`config.mk`:
```
export PLATFORM = sky130hd
export DESIGN_NAME = mem_port_arbiter
export DESIGN_NICKNAME = d
export VERILOG_FILES = /design/src/rtl/mem_arb_pkg.sv /design/src/rtl/sat_counter.sv /design/src/rtl/mem_port_arbiter.sv
export SDC_FILE = /design/constraint.sdc
export NUM_CORES = 1
export LEC_CHECK = 0
export CAP_MARGIN = 20
export CELL_PAD_IN_SITES_DETAIL_PLACEMENT = 1
export CELL_PAD_IN_SITES_GLOBAL_PLACEMENT = 1
export CORE_MARGIN = 4
export CORE_UTILIZATION = 28
export DETAILED_ROUTE_END_ITERATION = 8
export GPL_TIMING_DRIVEN = 0
export MAX_ROUTING_LAYER = met4
export PLACE_DENSITY = 0.79
export SLEW_MARGIN = 20
export SYNTH_ARGS = -nofsm -noshare
export SYNTH_HDL_FRONTEND = slang
export SYNTH_SLANG_ARGS = --single-unit
```
`constraint.sdc`:
```
create_clock -name i_clk -period 4.5 [get_ports i_clk]
set_clock_uncertainty 0.2 [all_clocks]
set_input_delay 0.9 -clock i_clk [delete_from_list [all_inputs] [get_ports i_clk]]
set_output_delay 0.9 -clock i_clk [all_outputs]
set_load 0.02 [all_outputs]
```
`src/rtl/mem_arb_pkg.sv`:
```
// Shared types and reset constants for mem_port_arbiter.
// The optional stall statistics are enabled by defining MEM_ARB_STATS_EN.
package mem_arb_pkg;

  typedef enum logic [1:0] {
    IDLE = 2'd0,
    REQ  = 2'd1,
    WAIT = 2'd2,
    RESP = 2'd3
  } arb_state_t;

  typedef enum logic {
    GRANT_IF  = 1'b0,
    GRANT_MEM = 1'b1
  } grant_t;

  localparam arb_state_t STATE_RST      = IDLE;
  localparam grant_t     LAST_GRANT_RST = GRANT_IF;
  localparam logic       FLAG_RST       = 1'b0;
  localparam int         STAT_W         = 32;

endpackage

```
`src/rtl/sat_counter.sv`:
```
// Saturating up-counter with synchronous clear; clear beats increment.
module sat_counter #(
  parameter int WIDTH = 32
) (
  input  logic             i_clk,
  input  logic             i_rst,
  input  logic             i_inc,
  input  logic             i_clr,
  output logic [WIDTH-1:0] o_count
);

  logic [WIDTH-1:0] count_q;

  always_ff @(posedge i_clk or posedge i_rst) begin
    if (i_rst) begin
      count_q <= '0;
    end else if (i_clr) begin
      count_q <= '0;
    end else if (i_inc && (count_q != {WIDTH{1'b1}})) begin
      count_q <= count_q + {{(WIDTH-1){1'b0}}, 1'b1};
    end
  end

  assign o_count = count_q;

endmodule

```
`src/rtl/mem_port_arbiter.sv`:
```
// Shares one single-ported, variable-latency memory between fetch and the MEM stage.
// Defining MEM_ARB_STATS_EN adds saturating stall-cycle counters and i_stats_clr.
//
// Handshakes: o_port_valid is held with stable fields until i_port_ready is seen
// high in the same cycle; exactly one i_port_rvalid is then awaited. Requesters
// hold i_*_req until their one-cycle o_*_done pulse.
module mem_port_arbiter
  import mem_arb_pkg::*;
#(
  parameter int ADDR_W = 32,
  parameter int DATA_W = 32
) (
  input  logic                i_clk,
  input  logic                i_rst,
  input  logic                i_if_req,
  input  logic [ADDR_W-1:0]   i_if_addr,
  output logic [DATA_W-1:0]   o_if_rdata,
  output logic                o_if_done,
  input  logic                i_mem_req,
  input  logic                i_mem_wen,
  input  logic [ADDR_W-1:0]   i_mem_addr,
  input  logic [DATA_W-1:0]   i_mem_wdata,
  input  logic [DATA_W/8-1:0] i_mem_mask,
  output logic [DATA_W-1:0]   o_mem_rdata,
  output logic                o_mem_done,
  output logic                o_port_valid,
  input  logic                i_port_ready,
  output logic [ADDR_W-1:0]   o_port_addr,
  output logic [DATA_W-1:0]   o_port_wdata,
  output logic [DATA_W/8-1:0] o_port_mask,
  output logic                o_port_wen,
  input  logic                i_port_rvalid,
  input  logic [DATA_W-1:0]   i_port_rdata,
  output logic                o_stall_if,
  output logic                o_stall_mem,
  output logic                o_wb_bubble,
`ifdef MEM_ARB_STATS_EN
  input  logic                i_stats_clr,
  output logic [STAT_W-1:0]   o_if_stall_cycles,
  output logic [STAT_W-1:0]   o_mem_stall_cycles,
`endif
  output arb_state_t          o_dbg_state
);

  localparam int MASK_W = DATA_W / 8;

  arb_state_t state_q, state_d;
  grant_t     grant_q, last_grant_q, grant_sel;
  logic       grant_go;
  logic       port_valid;

  logic [ADDR_W-1:0] req_addr_q;
  logic [DATA_W-1:0] req_wdata_q;
  logic [MASK_W-1:0] req_mask_q;
  logic              req_wen_q;
  logic [DATA_W-1:0] if_rdata_q, mem_rdata_q;
  logic              if_done_q, mem_done_q;

  always_ff @(posedge i_clk or posedge i_rst) begin
    if (i_rst) begin
      state_q <= STATE_RST;
    end else begin
      state_q <= state_d;
    end
  end

  always_comb begin
    state_d = state_q;
    case (state_q)
      IDLE:    if (grant_go) state_d = REQ;
      REQ:     if (port_valid && i_port_ready) state_d = WAIT;
      WAIT:    if (i_port_rvalid) state_d = RESP;
      RESP:    state_d = IDLE;
      default: state_d = IDLE;
    endcase
  end

  // Grants only happen in IDLE, so a requester still high during its own
  // done cycle (RESP) cannot be re-issued.
  always_comb begin
    grant_go   = 1'b0;
    grant_sel  = GRANT_IF;
    port_valid = 1'b0;
    case (state_q)
      IDLE: begin
        if (i_if_req || i_mem_req) begin
          grant_go = 1'b1;
          if (i_if_req && i_mem_req) begin
            grant_sel = (last_grant_q == GRANT_IF) ? GRANT_MEM : GRANT_IF;
          end else if (i_mem_req) begin
            grant_sel = GRANT_MEM;
          end else begin
            grant_sel = GRANT_IF;
          end
        end
      end
      REQ:     port_valid = 1'b1;
      default: port_valid = 1'b0;
    endcase
  end

  always_ff @(posedge i_clk or posedge i_rst) begin
    if (i_rst) begin
      grant_q      <= LAST_GRANT_RST;
      last_grant_q <= LAST_GRANT_RST;
      req_addr_q   <= '0;
      req_wdata_q  <= '0;
      req_mask_q   <= '0;
      req_wen_q    <= FLAG_RST;
      if_rdata_q   <= '0;
      mem_rdata_q  <= '0;
      if_done_q    <= FLAG_RST;
      mem_done_q   <= FLAG_RST;
    end else begin
      if_done_q  <= 1'b0;
      mem_done_q <= 1'b0;
      if (grant_go) begin
        grant_q      <= grant_sel;
        last_grant_q <= grant_sel;
        if (grant_sel == GRANT_MEM) begin
          req_addr_q  <= i_mem_addr;
          req_wdata_q <= i_mem_wdata;
          req_mask_q  <= i_mem_mask;
          req_wen_q   <= i_mem_wen;
        end else begin
          req_addr_q  <= i_if_addr;
          req_wdata_q <= '0;
          req_mask_q  <= '1;
          req_wen_q   <= 1'b0;
        end
      end
      // Done flags rise on entry to RESP, so they are high for exactly that cycle.
      if ((state_q == WAIT) && i_port_rvalid) begin
        if (grant_q == GRANT_IF) begin
          if_rdata_q <= i_port_rdata;
          if_done_q  <= 1'b1;
        end else begin
          if (!req_wen_q) mem_rdata_q <= i_port_rdata;
          mem_done_q <= 1'b1;
        end
      end
    end
  end

  assign o_port_valid = port_valid;
  assign o_port_addr  = req_addr_q;
  assign o_port_wdata = req_wdata_q;
  assign o_port_mask  = req_mask_q;
  assign o_port_wen   = req_wen_q;
  assign o_if_rdata   = if_rdata_q;
  assign o_mem_rdata  = mem_rdata_q;
  assign o_if_done    = if_done_q;
  assign o_mem_done   = mem_done_q;
  assign o_stall_if   = i_if_req & ~if_done_q;
  assign o_stall_mem  = i_mem_req & ~mem_done_q;
  assign o_wb_bubble  = o_stall_mem;
  assign o_dbg_state  = state_q;

`ifdef MEM_ARB_STATS_EN
  sat_counter #(.WIDTH(STAT_W)) u_if_stall_cnt (
    .i_clk   (i_clk),
    .i_rst   (i_rst),
    .i_inc   (o_stall_if),
    .i_clr   (i_stats_clr),
    .o_count (o_if_stall_cycles)
  );

  sat_counter #(.WIDTH(STAT_W)) u_mem_stall_cnt (
    .i_clk   (i_clk),
    .i_rst   (i_rst),
    .i_inc   (o_stall_mem),
    .i_clr   (i_stats_clr),
    .o_count (o_mem_stall_cycles)
  );
`endif

endmodule

```
After elaboration in Yosys (flattened, before gate mapping)

Index checks and enable logic that the tools add are counted.
Widths: inputs -> output; s select.

Reduce and logical (&&, ||, !) cells: 8
Bitwise logic cells: 6
Equal/unequal tests: 6
Multiplexer cells: 19

Operators with widths:

| operator           | count |
|---|---|
| $mux 32            | 2 |
| $mux 1             | 12 |
| $pmux 2 s4         | 1 |
| $mux 2             | 3 |
| $ne 2x2->1 const B | 3 |
| $reduce_and 3->1   | 2 |
| $eq 2x2->1 const B | 2 |
| $mux 4             | 1 |
| $not 1->1          | 4 |
| $logic_and 1x1->1  | 3 |
| $and 1x1->1        | 2 |
| $eq 2x1->1 const B | 1 |
| $logic_not 2->1    | 1 |
| $reduce_and 2->1   | 1 |
| $logic_or 1x1->1   | 1 |

Input bits: 139
Output and inout bits: 141
Bits in registers: 138

Longest topological paths before layout

Depth in word-level cells: 5
Gate-level depth with buffers: 8
Mapped depth without buffers: 5

Worst setup path after synthesis

No wires, ideal clock.

Path type: input to output
From: input port i_mem_req
To: output port o_wb_bubble
Stages: 4
Data required time: 3400 ps
Slack: 1439 ps
Path buffers: 3
Arrival time: 1961 ps
Cells stage by stage: buf_2 -> clkbuf_1 -> nor2b_1 -> buf_4

Word-level cells in the longest chain between the ends: 1

RTL lines:

| item        | RTL line                | text |
|---|---|---|
| from (decl) | mem_port_arbiter.sv:19  | `input logic i_mem_req,` |
| $and 1x1->1 | mem_port_arbiter.sv:155 | `assign o_stall_mem = i_mem_req & ~mem_done_q;` |
| to (decl)   | mem_port_arbiter.sv:36  | `output logic o_wb_bubble,` |

No other way between the ends.

Worst setup path after layout

From: input port i_if_req
To: output port o_stall_if

Word-level cells in the longest chain between the ends: 1

RTL lines:

| item        | RTL line                | text |
|---|---|---|
| from (decl) | mem_port_arbiter.sv:15  | `input logic i_if_req,` |
| $and 1x1->1 | mem_port_arbiter.sv:154 | `assign o_stall_if = i_if_req & ~if_done_q;` |
| to (decl)   | mem_port_arbiter.sv:34  | `output logic o_stall_if,` |

No other way between the ends.

==> qor.txt <==
Final setup vio count: 0
Relative slew slack: 0.614
Leak pwr: 4.07 nW
Max_cap viols: 0
PortBufs: 278
Fin nets: 884
CP top delay family: buffers and inverters
1st-iter DRT viols: 142
CP cell instances: clkdlybuf4s50_1, inv_1, clkbuf_1, nor2_1, clkdlybuf4s50_1
Rows: 52
Core Util, Final: 0.476
Total power: 7.37 mW
Final period utilization: 0.835
Net Count, Synth: 583
Syn_area_per_cell: 13.3 um2
Pre-CTS setup slack: 733 ps
Vias in the first global route: 5519
R2R Path End: o_port_wdata[6]
Die area: 0.0232 mm2
Sequential fraction of the synthesis area: 0.591
Post-Layout Cell Count: 1024
CP dominant cell by count: clkdlybuf4s50_1
WP buf/inv: 4
Req. time, crit path: 3400 ps
DR vias/cell: 4.80
Worst EP arrival: 2660 ps
Gp weighted congestion: 0.801
R2R depth: 7
CTS Buf Count: 17
Max layer used: met4
H-tree Lvls: 4
CP endpoint kind: output port
Post-synth top area cell: dfrtp_1
Height of the die: 152 um
Vias: 4920
Ant. Diodes: 0
Reg clk slew, reported paths: 60 ps
Largest stage delay, worst path: 560 ps
Top cell type's share of synthesized area: 0.591
DP Wirelength: 15500 um
Setup Crit Path Kind: input pin to output port
Met2 WL: 9980 um
F_max: 266 MHz
Slowest CP cell: clkdlybuf4s50_1
Clk Latency, worst-skew pair: 410 ps
M1 WL: 8420 um
Io pins: 280
Core area: 0.0204 mm2
Final hold vios: 0
R2r startpoint: o_dbg_state[0]
Initial Util: 0.287
Die Wd: 152 um
Critical path launch point: i_if_req
Global route overflow: 0
CTS Sinks: 138
First drt pass iteration count: 4
Placed cell count: 992
Clk root buf: clkbuf_16
Cell count after synthesis: 440
Synth top area cells: dfrtp_1 59%, mux2_4 7.7%, mux2_2 6.7%, a22o_1 4.9%, o2111ai_1 4.8%
Worst-margin pin slew: 575 ps
Routed Antenna Nets: 0
Met3 wire length: 1400 um
Post-synthesis cell type count: 32
Hold_buf cts: 0
Final WL: 20300 um
Synth Register Bits: 138
Routed length per placed instance: 19.9 um
PostCTS Resize Cnt: 0
Maximum number of pins on one net before global-route repair: 32
Crit start category: input pin
Fillers: 2127
RSZ-0062 raised after global routing: no
Setup_tns: 0 ps
Post-layout min period: 3760 ps
CTS tree: built
Area Growth Syn to Fin: 65.8%
Crit path max fanout: 10
Critical Path End: o_stall_if
Initial antenna violation count: 0
Max IR drop VDD: 0.322 mV
Post-route DRC violation count: 0
Yosys Warn Count: 0
Critical path depth: 5
Clock buffer depth: 2
PwrDens: 761 mW/mm2
Worst setup margin: 744 ps
Worst hold path class: flip-flop to flip-flop
Post-CTS Setup Bufs: 0
All-layer global routing usage: 0.180
First-pass GRT wire length: 31900 um
Worst reg2reg setup slack: 2330 ps
Max Slew Vio Count: 0
Share of cells above drive strength 1: 0.174
Area of the mapped netlist: 0.00584 mm2
Outcome: finished clean
final cells by class:
class | instances | area [um2] | share of cell area
timing repair buffer | 282 | 2860 | 0.296
buffer | 43 | 268 | 0.0276
sequential | 138 | 3450 | 0.356
clock buffer | 18 | 429 | 0.0443
tap | 270 | 338 | 0.0349
multi-input combinational | 252 | 2100 | 0.216
inverter | 7 | 30.0 | 0.00310
clock inverter | 14 | 210 | 0.0217
kinds of logic after synthesis:
family,Yosys count,synth area share
AOI/OAI and AO/OA,139,0.172
adders and majority gates,4,0.00857
buffers and inverters,50,0.0503
DFF,138,0.591
muxes,65,0.145
and+or+nand+nor,44,0.0336
cell usage after synthesis:
| master | count |
|---|---|
| a21oi_1 | 1 |
| a221oi_1 | 1 |
| a22o_1 | 33 |
| a2bb2oi_1 | 1 |
| a31oi_1 | 32 |
| and2_1 | 1 |
| and3_4 | 1 |
| buf_1 | 1 |
| buf_12 | 3 |
| buf_2 | 12 |
| buf_4 | 7 |
| buf_6 | 2 |
| clkbuf_1 | 17 |
| clkbuf_2 | 1 |
| clkinv_1 | 1 |
| dfrtp_1 | 138 |
| ha_1 | 4 |
| inv_1 | 6 |
| mux2_2 | 35 |
| mux2_4 | 30 |
| nand2_1 | 1 |
| nand2b_2 | 1 |
| nand3_2 | 1 |
| nor2_1 | 35 |
| nor2_2 | 1 |
| nor2b_1 | 2 |
| o2111ai_1 | 32 |
| o21a_1 | 1 |
| o21ai_0 | 33 |
| o21ai_1 | 1 |
| o22a_1 | 4 |
| or2_2 | 1 |
report_power, final:
group	switching [mW]	internal [mW]
clock network	0.590	0.946
registers	0.338	1.85
logic	1.82	1.83
total	2.75	4.62
stage by stage:
| stage | hold WS (ps) | instance area (um2) |
|---|---|---|
| 4_1_cts | 291 | 9690 |
| 5_1_grt | 319 | 9690 |
| 3_5_place_dp | 276 | 9050 |
| 6_report | 286 | 9690 |
| 3_3_place_gp | 273 | 8970 |
| 2_1_floorplan | 357 | 5850 |
metal layers:
layer  global-route usage  vias up
met3               0.0528       32
met4               0.0585        0
met2                0.295      200
met1                0.215     2432
met5                    -        -
li1                     -     2256
cell usage in the layout (no fill, tap or decap), types with 2 or more instances in the layout:
master	instances
clkinvlp_4	3
buf_12	7
nor2_1	35
a31oi_1	32
inv_1	5
o22a_1	4
mux2_4	30
bufinv_16	4
a22o_1	33
ha_1	4
inv_6	5
dfrtp_1	138
inv_8	2
clkbuf_1	18
o2111ai_1	32
mux2_2	35
o21ai_0	33
nor2b_1	2
clkbuf_16	17
buf_4	7
clkdlybuf4s50_1	278
buf_2	12
buf_6	2
worst min path at each step:
| stage | from | end | slack, ps | cells after the start |
|---|---|---|---|---|
| after floorplan | last_grant_q | o_mem_done | 360 | 1 |
| after global placement | o_port_mask[0] | o_port_mask[0] | 270 | 1 |
| after detailed placement | o_port_mask[0] | o_port_mask[0] | 280 | 1 |
| after CTS | o_port_mask[0] | o_port_mask[0] | 290 | 1 |
| after global routing | o_port_wdata[24] | o_port_wdata[24] | 320 | 1 |
| final | o_port_mask[0] | o_port_mask[0] | 290 | 1 |
state kept, by name (all words and copies together) (netlist names), 2 cells and up:
signal and cells:
o_dbg_state 2, o_port_addr 32, o_if_rdata 32, o_port_wdata 32, o_mem_rdata 32, o_port_mask 4
Power figures use the tool's default switching activity.
